**src/rtl/upcnt_seq_arbiter_pkg.sv**
```systemverilog
// Shared types and helpers for the up-counter sequencer/arbiter.
//   state_t        : sequencer FSM states
//   WIDTH_DEF      : default counter data width
//   MAX_REQ        : largest supported requester count
//   idx_to_onehot  : binary requester index -> one-hot vector (MAX_REQ bits)
package upcnt_seq_pkg;

    typedef enum logic [1:0] {
        IDLE,
        LOAD,
        RUN,
        DONE
    } state_t;

    localparam int WIDTH_DEF = 4;
    localparam int MAX_REQ   = 8;
    localparam int MAX_IDX_W = 3;

    function automatic logic [MAX_REQ-1:0] idx_to_onehot(input logic [MAX_IDX_W-1:0] idx);
        logic [MAX_REQ-1:0] oh;
        oh      = '0;
        oh[idx] = 1'b1;
        return oh;
    endfunction

endpackage

```
**src/rtl/upcnt_seq_arbiter_if.sv**
```systemverilog
// Requester-side bus of the up-counter sequencer/arbiter.
//   req       : per-requester level request
//   start_val : packed per-requester load values
//   end_val   : packed per-requester terminal values
//   gnt       : one-hot ownership
//   done      : one-cycle completion pulse to the owner
//   busy      : sequencer is not idle
// master = requester side, slave = arbiter side.
interface upcnt_seq_arbiter_if #(
    parameter int NUM_REQ = 4,
    parameter int WIDTH   = 4
);
    logic [NUM_REQ-1:0]       req;
    logic [NUM_REQ*WIDTH-1:0] start_val;
    logic [NUM_REQ*WIDTH-1:0] end_val;
    logic [NUM_REQ-1:0]       gnt;
    logic [NUM_REQ-1:0]       done;
    logic                     busy;

    modport master (
        output req, start_val, end_val,
        input  gnt, done, busy
    );

    modport slave (
        input  req, start_val, end_val,
        output gnt, done, busy
    );
endinterface

```
**src/rtl/upcnt_seq_arbiter_rr_arbiter.sv**
```systemverilog
// Combinational round-robin picker.
//   req     : request vector
//   pointer : highest-priority index for this pick
//   enable  : qualifies the pick (only meaningful while idle)
//   grant   : one-hot winner, zero when not valid
//   index   : binary winner
//   valid   : a winner exists and enable is high
module rr_arbiter
    import upcnt_seq_pkg::*;
#(
    parameter int NUM_REQ = 4,
    localparam int IDX_W  = (NUM_REQ > 1) ? $clog2(NUM_REQ) : 1
) (
    input  logic [NUM_REQ-1:0] req,
    input  logic [IDX_W-1:0]   pointer,
    input  logic               enable,
    output logic [NUM_REQ-1:0] grant,
    output logic [IDX_W-1:0]   index,
    output logic               valid
);

    int   best_dist;
    logic found;

    // Winner is the set request with the smallest circular distance from pointer.
    always_comb begin
        index     = '0;
        found     = 1'b0;
        best_dist = NUM_REQ;
        for (int j = 0; j < NUM_REQ; j++) begin
            if (req[j] && (((j - int'(pointer) + NUM_REQ) % NUM_REQ) < best_dist)) begin
                best_dist = (j - int'(pointer) + NUM_REQ) % NUM_REQ;
                index     = IDX_W'(j);
                found     = 1'b1;
            end
        end
        valid = found & enable;
        grant = valid ? NUM_REQ'(idx_to_onehot(MAX_IDX_W'(index))) : '0;
    end

endmodule

```
**src/rtl/upcnt_seq_arbiter.sv**
```systemverilog
// Sequencer/arbiter for a shared up-counter. Grants the counter to one
// requester at a time, loads its start value, lets it run to its end value,
// then pulses done.
//   clk, rst     : clock, asynchronous active-high reset
//   bus (slave)  : req/start_val/end_val in, gnt/done/busy out
//   cnt_rst      : counter reset
//   cnt_load     : counter load strobe
//   cnt_data_in  : counter load value
//   cnt_data_out : counter current value
module upcnt_seq_arbiter
    import upcnt_seq_pkg::*;
#(
    parameter int NUM_REQ = 4,
    parameter int WIDTH   = WIDTH_DEF
) (
    input  logic                clk,
    input  logic                rst,
    upcnt_seq_arbiter_if.slave  bus,
    output logic                cnt_rst,
    output logic                cnt_load,
    output logic [WIDTH-1:0]    cnt_data_in,
    input  logic [WIDTH-1:0]    cnt_data_out
);

    localparam int IDX_W = (NUM_REQ > 1) ? $clog2(NUM_REQ) : 1;

    state_t             state;
    logic [IDX_W-1:0]   ptr;
    logic [IDX_W-1:0]   owner;
    logic [WIDTH-1:0]   end_lat;

    logic [NUM_REQ-1:0] arb_oh;
    logic [IDX_W-1:0]   arb_idx;
    logic               arb_valid;
    logic               owner_req;
    logic [IDX_W-1:0]   ptr_next;

    rr_arbiter #(.NUM_REQ(NUM_REQ)) u_rr_arbiter (
        .req     (bus.req),
        .pointer (ptr),
        .enable  (state == IDLE),
        .grant   (arb_oh),
        .index   (arb_idx),
        .valid   (arb_valid)
    );

    assign owner_req = bus.req[owner];
    assign ptr_next  = (owner == IDX_W'(NUM_REQ - 1)) ? '0 : owner + IDX_W'(1);

    // Outputs are assigned alongside the next state so every output is a
    // flop and nothing combinational leaks from req to gnt.
    // cnt_data_in doubles as the latched start value during LOAD.
    always_ff @(posedge clk or posedge rst) begin
        if (rst) begin
            state       <= IDLE;
            ptr         <= '0;
            owner       <= '0;
            end_lat     <= '0;
            bus.gnt     <= '0;
            bus.done    <= '0;
            bus.busy    <= 1'b0;
            cnt_rst     <= 1'b1;
            cnt_load    <= 1'b0;
            cnt_data_in <= '0;
        end else begin
            bus.done <= '0;
            case (state)
                IDLE: begin
                    if (arb_valid) begin
                        state       <= LOAD;
                        owner       <= arb_idx;
                        end_lat     <= bus.end_val[int'(arb_idx)*WIDTH +: WIDTH];
                        cnt_data_in <= bus.start_val[int'(arb_idx)*WIDTH +: WIDTH];
                        bus.gnt     <= arb_oh;
                        bus.busy    <= 1'b1;
                        cnt_rst     <= 1'b0;
                        cnt_load    <= 1'b1;
                    end
                end
                LOAD, RUN: begin
                    if (!owner_req) begin
                        // Abort: release without done, still rotate past owner.
                        state       <= IDLE;
                        ptr         <= ptr_next;
                        bus.gnt     <= '0;
                        bus.busy    <= 1'b0;
                        cnt_rst     <= 1'b1;
                        cnt_load    <= 1'b0;
                        cnt_data_in <= '0;
                    end else if (state == LOAD) begin
                        state       <= RUN;
                        cnt_load    <= 1'b0;
                        cnt_data_in <= '0;
                    end else if (cnt_data_out == end_lat) begin
                        state    <= DONE;
                        bus.done <= bus.gnt;
                        cnt_rst  <= 1'b1;
                    end
                end
                DONE: begin
                    state    <= IDLE;
                    ptr      <= ptr_next;
                    bus.gnt  <= '0;
                    bus.busy <= 1'b0;
                end
                default: state <= IDLE;
            endcase
        end
    end

endmodule

```
**src/flat_wrapper.sv**
```systemverilog
// flat-port wrapper written by rule: the top's interface ports become plain ports
module upcnt_seq_arbiter_flat import upcnt_seq_pkg::*;
#(
    parameter int NUM_REQ = 4,
    parameter int WIDTH   = WIDTH_DEF
)
  (clk, rst, cnt_rst, cnt_load, cnt_data_in, cnt_data_out, bus_req, bus_start_val, bus_end_val, bus_gnt, bus_done, bus_busy);
  upcnt_seq_arbiter_if #(.NUM_REQ(NUM_REQ), .WIDTH(WIDTH)) bus_i ();
  input  logic clk;
  input  logic rst;
  output logic cnt_rst;
  output logic cnt_load;
  output logic [WIDTH-1:0] cnt_data_in;
  input  logic [WIDTH-1:0] cnt_data_out;
  input wire logic [$bits(bus_i.req)-1:0] bus_req;
  input wire logic [$bits(bus_i.start_val)-1:0] bus_start_val;
  input wire logic [$bits(bus_i.end_val)-1:0] bus_end_val;
  output wire logic [$bits(bus_i.gnt)-1:0] bus_gnt;
  output wire logic [$bits(bus_i.done)-1:0] bus_done;
  output wire logic [$bits(bus_i.busy)-1:0] bus_busy;
  assign bus_i.req = bus_req;
  assign bus_i.start_val = bus_start_val;
  assign bus_i.end_val = bus_end_val;
  assign bus_gnt = bus_i.gnt;
  assign bus_done = bus_i.done;
  assign bus_busy = bus_i.busy;
  upcnt_seq_arbiter #(.NUM_REQ(NUM_REQ), .WIDTH(WIDTH)) u_core (.clk(clk), .rst(rst), .bus(bus_i), .cnt_rst(cnt_rst), .cnt_load(cnt_load), .cnt_data_in(cnt_data_in), .cnt_data_out(cnt_data_out));
endmodule
```
**config.mk**
```make
export PLATFORM = sky130hd
export DESIGN_NAME = upcnt_seq_arbiter_flat
export DESIGN_NICKNAME = d
export VERILOG_FILES = /design/src/rtl/upcnt_seq_arbiter_pkg.sv /design/src/rtl/upcnt_seq_arbiter_if.sv /design/src/rtl/upcnt_seq_arbiter_rr_arbiter.sv /design/src/rtl/upcnt_seq_arbiter.sv /design/src/flat_wrapper.sv
export SDC_FILE = /design/constraint.sdc
export NUM_CORES = 1
export LEC_CHECK = 0
export BUFFER_PORTS_ARGS = -buffer_cell sky130_fd_sc_hd__buf_2
export CAP_MARGIN = 20
export CORE_MARGIN = 3
export CORE_UTILIZATION = 50
export CTS_CLUSTER_DIAMETER = 120
export DETAILED_ROUTE_END_ITERATION = 7
export GPL_ROUTABILITY_DRIVEN = 0
export PLACE_DENSITY_LB_ADDON = 0.15
export SLEW_MARGIN = 40
export SYNTH_ARGS = -nofsm -noshare
export SYNTH_HDL_FRONTEND = slang
export SYNTH_SLANG_ARGS = --single-unit
```
**constraint.sdc**
```tcl
create_clock -name clk -period 3.8 [get_ports clk]
set_input_delay 0 -clock clk [delete_from_list [all_inputs] [get_ports clk]]
set_output_delay 0 -clock clk [all_outputs]
set_load 0.1 [all_outputs]
```
==> results_dict.tcl, run 1 <==
set metrics [dict create \
    switching_power_mw 1.020 \
    clockRootBuffer "clkbuf_4" \
    cts_setup_buffers 0 \
    netSwitchingFraction 0.5618 \
    slew_headroom 0.4706 \
    critical_path.cell_chain "mux2i_1 -> a32oi_1 -> ha_1 -> or3_1 -> a21o_1 -> a21o_1 -> ha_1 -> o32ai_1 -> and2_1 -> or3_1 -> o31ai_1" \
    synth_edf_count 0 \
    grt_max_degree 26 \
    postSynthAreaPerCell_um2 8.778 \
    drt_iter0_markers 96 \
    slowest_stage "dfrtp_1" \
    leakage_nw 0.9637 \
    cap_viol_max_count 0 \
    cp.required_ns 4.03 \
    ant_nets 0 \
    critPathMaxFanout 13 \
    drc 0 \
    cp-end-kind "flop" \
    ys_seq_area_frac 0.3700 \
    clk-insertion-delay-late_ns 0.31 \
    dpl_cell_area_um2 1984 \
    slew_viol_final 0 \
    grt_pass1_vias 1511 \
    syn_inst 193 \
    globalRouteOverflowTotal 0 \
    ys_types 40 \
    tns_ns 0 \
    seq_power_share 0.252 \
    grtUsageTotal 0.2094 \
    htree_levels 1 \
    grtUsageMet1 0.2691 \
    io_buffers 56 \
    wl_mm 4.124 \
    hold_viol 0 \
    fillers 286 \
    die-area_um2 4123 \
    cts_buffers 3 \
    rsz0062_at_grt "false" \
    layout-drive-gt1-share 0.2610 \
    start_util 0.5373 \
    post-place-ws_ns 0.4490 \
    finClkSkew_ns 0.003213 \
    ios 57 \
    via_count 1631 \
    grt_use_met3 0.02636 \
    period_needed_ns 3.308 \
    hold_class "in2reg" \
    syn_to_final_growth_pct 21.86 \
    chipHeight_um 64.21 \
    start_kind "flop" \
    worst_path_largest_cell_delay_ns 0.50 \
    avgRoutedWirePerCell_um 14.08 \
    setup_viol 0 \
    ys_warn_count 0 \
    final_cell_mix "56 x buf_2, 24 x dfrtp_1, 23 x nand2_1" \
    cts.path.max_buffers 2 \
    top_usage_layer "met2" \
    tightest_slew_ns 0.7925 \
    finalCritPeriodShare 0.8706 \
    multi_input_area_um2 973.4 \
    p_int_mw 0.7954 \
    pwr-share-comb 0.682 \
    die_w_um 64.21 \
    antenna_found_initial 0 \
    core_um2 3153 \
    dp_hpwl_mm 3.265 \
    rows 20 \
    fmax_ghz 0.3023 \
    syn_nets 242 \
    met2_usage 0.3665 \
    status "finished clean" \
    layout_commonest_cell "buf_2" \
    vdd_drop_max_v 0.0003700 \
    synthFlopType "dfrtp_1" \
    synth-async-reset-ratio 1.000 \
    ys_seq_elements 25 \
    p_per_area_nw_per_um2 879.3 \
    dr.pass1.iters 4 \
    setup_ws_ns 0.4919 \
    clk_pin_slew_worst_paths_ns 0.14 \
    final_nets 299 \
    final_util 0.6548 \
    fin_area_um2 2064 \
    via_per_inst 5.567 \
    pwr-share-clk 0.066 \
    arrival_ns 3.54 \
    final-seq-area_um2 626.9 \
    critPathKind "reg2reg" \
    grt_first_pass_wirelength_mm 6.893 \
    n_antenna_cell 0 \
    clock_sinks 25 \
    syn_area_um2 1694 \
    cts_tree "done" \
]
-- final timing paths --
| check | start | to | slack (ns) | depth (start not counted) |
|---|---|---|---|---|
| min in group asynchronous | rst | u_core.state[0] | 0.24 | 3 |
| hold / removal | bus_start_val[12] | u_core.cnt_data_in[0] | 0.02 | 3 |
| hold reg to reg | u_core.cnt_load | u_core.cnt_load | 0.49 | 1 |
| setup reg to reg | u_core.ptr[0] | u_core.bus.gnt[0] | 0.49 | 11 |
| max in group asynchronous | rst | u_core.cnt_rst | 3.21 | 3 |
| setup / recovery | u_core.ptr[0] | u_core.bus.gnt[0] | 0.49 | 11 |
-- logic make-up after synthesis --
group,count (synthesis),share of synthesized area
adders and majority gates,7,0.05170
buffers and inverters,21,0.05539
DFF,25,0.3700
muxes,2,0.01920
and+or+nand+nor,68,0.2053
AOI/OAI and AO/OA,65,0.2725
xor gates and xnor gates,5,0.02585
-- power by group through the flow --
| stage | Sequential [mW] | Clock, mW | Combinational, mW |
|---|---|---|---|
| finish | 0.458 | 0.120 | 1.24 |
| global placement | 0.465 | 0 | 1.22 |
| global route | 0.479 | 0.137 | 1.36 |
| floorplan | 0.803 | 0 | 0.661 |
| detailed placement | 0.465 | 0 | 1.23 |
| CTS | 0.458 | 0.122 | 1.24 |
-- cell usage after synthesis (5+ instances only) --
master,n,share of area
and2_1,6,0.022
inv_1,10,0.022
o211ai_1,16,0.071
clkbuf_1,7,0.016
dfrtp_1,24,0.35
ha_1,7,0.052
a31oi_1,10,0.037
o21ai_0,12,0.035
nand4_1,8,0.030
nand2_1,23,0.051
a211oi_1,5,0.022
nand2b_1,6,0.022
nor2_1,13,0.029
-- stage by stage --
stage | hold slack (ns) | power (mW) | instances
2_1_floorplan | 0.02658 | 1.464 | 193
3_3_place_gp | 0.2556 | 1.684 | 284
3_5_place_dp | 0.06101 | 1.697 | 284
4_1_cts | 0.02184 | 1.819 | 293
5_1_grt | 0.01975 | 1.975 | 293
6_report | 0.01590 | 1.815 | 293
-- critical path, delay by kind of cell (launching register included) --
family,cells,cell delay [ns]
AO/OA/AOI/OAI,5,0.92
adder cells (fa/ha/maj),2,0.50
flip-flops,1,0.50
multiplexers,1,0.20
AND/OR/NAND/NOR,3,1.09
-- layout make-up --
cell class                 count  share of cell area
multi-input combinational    147              0.4715
clock buffer                   3             0.01091
sequential                    25              0.3036
timing repair buffer          62              0.1636
inverter                      11             0.02000
tap                           44             0.02667
clock inverter                 1            0.003636
-- flip-flops by register name, indices dropped and copies added, names as in the netlist --
| name | count |
|---|---|
| u_core.bus.done | 4 |
| u_core.bus.gnt | 4 |
| u_core.cnt_data_in | 4 |
| u_core.end_lat | 4 |
| u_core.owner | 2 |
| u_core.ptr | 2 |
| u_core.state | 2 |
| u_core.bus.busy | 1 |
| u_core.cnt_load | 1 |
| u_core.cnt_rst | 1 |
-- layer usage --
| layer | routed length, µm | part of all wire |
|---|---|---|
| met1 | 1863 | 0.45 |
| met2 | 1953 | 0.47 |
| met3 | 251 | 0.061 |
| met4 | 55 | 0.013 |
| met5 | 0 | 0 |
-- repair_timing --
item	CTS	global route
hold endpoints to repair	28	0
hold buffers	5	0
resized for setup	0	0
No activity file was read; power rests on OpenSTA's default activity.
==> run 2, diff against run 1 <==
CORE_MARGIN = 1   (was 3)
CORE_UTILIZATION = 45   (was 50)
clock period = 2.9 ns   (was 3.8 ns; I/O delays follow)
==> results_dict.tcl, run 2 (same netlist as run 1, synthesis figures left out) <==
set metrics [dict create \
    post-place-ws_ns 0.05803 \
    hold_depth 3 \
    status "finished clean" \
    grt_max_degree 26 \
    cts_buffers 3 \
    clk-insertion-delay-late_ns 0.26 \
    netSwitchingFraction 0.5291 \
    dr.pass1.iters 4 \
    tightest_slew_ns 0.5636 \
    cts_tree "done" \
    vdd_drop_max_v 0.0004497 \
    r2r_end "u_core.bus.gnt[0]" \
    start_util 0.4885 \
    avgRoutedWirePerCell_um 13.95 \
    antenna_found_initial 0 \
    slew_viol_final 0 \
    cts.path.max_buffers 2 \
    cp-end-kind "flop" \
    cp_num_buf_inv 0 \
    hold_end "u_core.end_lat[2]" \
    pwr-share-comb 0.697 \
    final_nets 309 \
    crit_family "simple AND/OR/NAND/NOR gates" \
    hold_start "bus_end_val[14]" \
    syn_to_final_growth_pct 30.06 \
    fmax_ghz 0.3572 \
    ios 57 \
    pwr-share-clk 0.076 \
    setup_viol 0 \
    clockRootBuffer "clkbuf_8" \
    start_kind "flop" \
    critPathKind "reg2reg" \
    htree_levels 1 \
    critical_path.cell_chain "mux2i_1 -> a32oi_1 -> ha_2 -> or3_4 -> a21o_4 -> a21o_1 -> ha_4 -> o32ai_2 -> and2_4 -> or3_4 -> o31ai_2" \
    p_int_mw 1.253 \
    hold_class "in2reg" \
    die_w_um 63.36 \
    ant_nets 0 \
    grt_pass1_vias 1542 \
    core_um2 3468 \
    layout-drive-gt1-share 0.3398 \
    switching_power_mw 1.408 \
    slowest_stage "dfrtp_2" \
    final-seq-area_um2 629.4 \
    grt_first_pass_wirelength_mm 6.913 \
    clk_pin_slew_worst_paths_ns 0.09 \
    slew_headroom 0.6208 \
    n_antenna_cell 0 \
    hold_viol 0 \
    r2r_cells 11 \
    rows 21 \
    globalRouteOverflowTotal 0 \
    cp.depth 11 \
    regToRegStartpoint "u_core.ptr[0]" \
    r2r_slack_ns 0.10 \
    setup_ws_ns 0.1002 \
    fillers 322 \
    die-area_um2 4014 \
    multi_input_area_um2 1021 \
    finClkSkew_ns 0.004601 \
    p_per_area_nw_per_um2 1207 \
    drc 0 \
    cap_viol_max_count 0 \
    arrival_ns 2.98 \
    dp_hpwl_mm 3.382 \
    period_needed_ns 2.800 \
    grtUsageTotal 0.2158 \
    io_buffers 56 \
    via_count 1673 \
    chipHeight_um 63.36 \
    critPathMaxFanout 6 \
    clock_sinks 25 \
    layout_commonest_cell "buf_2" \
    wl_mm 4.256 \
    final_cell_mix "56 x buf_2, 23 x nand2_1, 22 x dfrtp_1" \
    worst_path_largest_cell_delay_ns 0.45 \
    seq_power_share 0.226 \
    path_common_cell "or3_4" \
    drt_iter0_markers 65 \
    leakage_nw 1.042 \
    via_per_inst 5.485 \
    final_util 0.6353 \
    finalCritPeriodShare 0.9654 \
    cp.required_ns 3.08 \
]
-- run 2: cell types whose count changed in the layout (fill, tap and decap cells not counted), moves of 3 or more --
cell,change
dlygate4sd3_1,-4
clkbuf_4,-3
buf_4,+13
clkbuf_8,+3
-- run 2: layer usage --
metal	part of all wire	routed length, µm	track usage
met5	0	0	0
met4	0.0045	19	0.05966
met3	0.043	184	0.01268
met2	0.49	2079	0.3750
met1	0.46	1972	0.2877
-- run 2: worst max-delay path by stage --
stage,end,slack [ns],startpoint
floorplan,u_core.bus.gnt[0],-0.07,u_core.ptr[0]
global route,u_core.bus.gnt[0],-0.02,u_core.ptr[0]
finish,u_core.bus.gnt[0],0.10,u_core.ptr[0]
global placement,u_core.bus.gnt[0],0.09,u_core.ptr[0]
CTS,u_core.bus.gnt[0],0.01,u_core.ptr[0]
detailed placement,u_core.bus.gnt[0],0.06,u_core.ptr[0]
-- run 2: timing repair --
item,in CTS,in global routing
resized for setup,0,6
setup endpoints to repair,0,14
hold buffers,1,0
buffers inserted,0,5
endpoints found under the hold margin,24,0
-- run 2: through the flow --
step | total power [mW] | instance area [µm²] | instances | TNS, ns | hold WS [ns]
floorplan | 1.986 | 1737 | 193 | -0.1772 | 0.02658
global placement | 2.320 | 2073 | 295 | 0 | 0.2589
detailed placement | 2.341 | 2073 | 295 | 0 | 0.06655
CTS | 2.546 | 2128 | 300 | 0 | 0.01488
global route | 2.854 | 2203 | 305 | -0.01732 | 0.01297
finish | 2.660 | 2203 | 305 | 0 | 0.01689
-- run 2: layout make-up --
type / count / share of cell area
repair buffers: 72 / 0.1851
flip-flops and latches: 25 / 0.2856
clock buffers: 4 / 0.02044
inverters: 11 / 0.01931
well taps: 46 / 0.02612
multi-input cells: 147 / 0.4634
-- run 2: power groups by stage --
stage | clock, mW | combinational [mW] | sequential [mW]
2_1_floorplan | 0 | 0.932 | 1.05
3_3_place_gp | 0 | 1.72 | 0.603
3_5_place_dp | 0 | 1.73 | 0.607
4_1_cts | 0.205 | 1.74 | 0.601
5_1_grt | 0.225 | 2.01 | 0.620
6_report | 0.202 | 1.86 | 0.603
-- run 2: worst reg2reg max path: stages, from the launching register on --
cell and delay [ns]:
dfrtp_2 0.45, mux2i_1 0.14, a32oi_1 0.10, ha_2 0.22, or3_4 0.39, a21o_4 0.22, a21o_1 0.19, ha_4 0.27
o32ai_2 0.07, and2_4 0.16, or3_4 0.34, o31ai_2 0.17
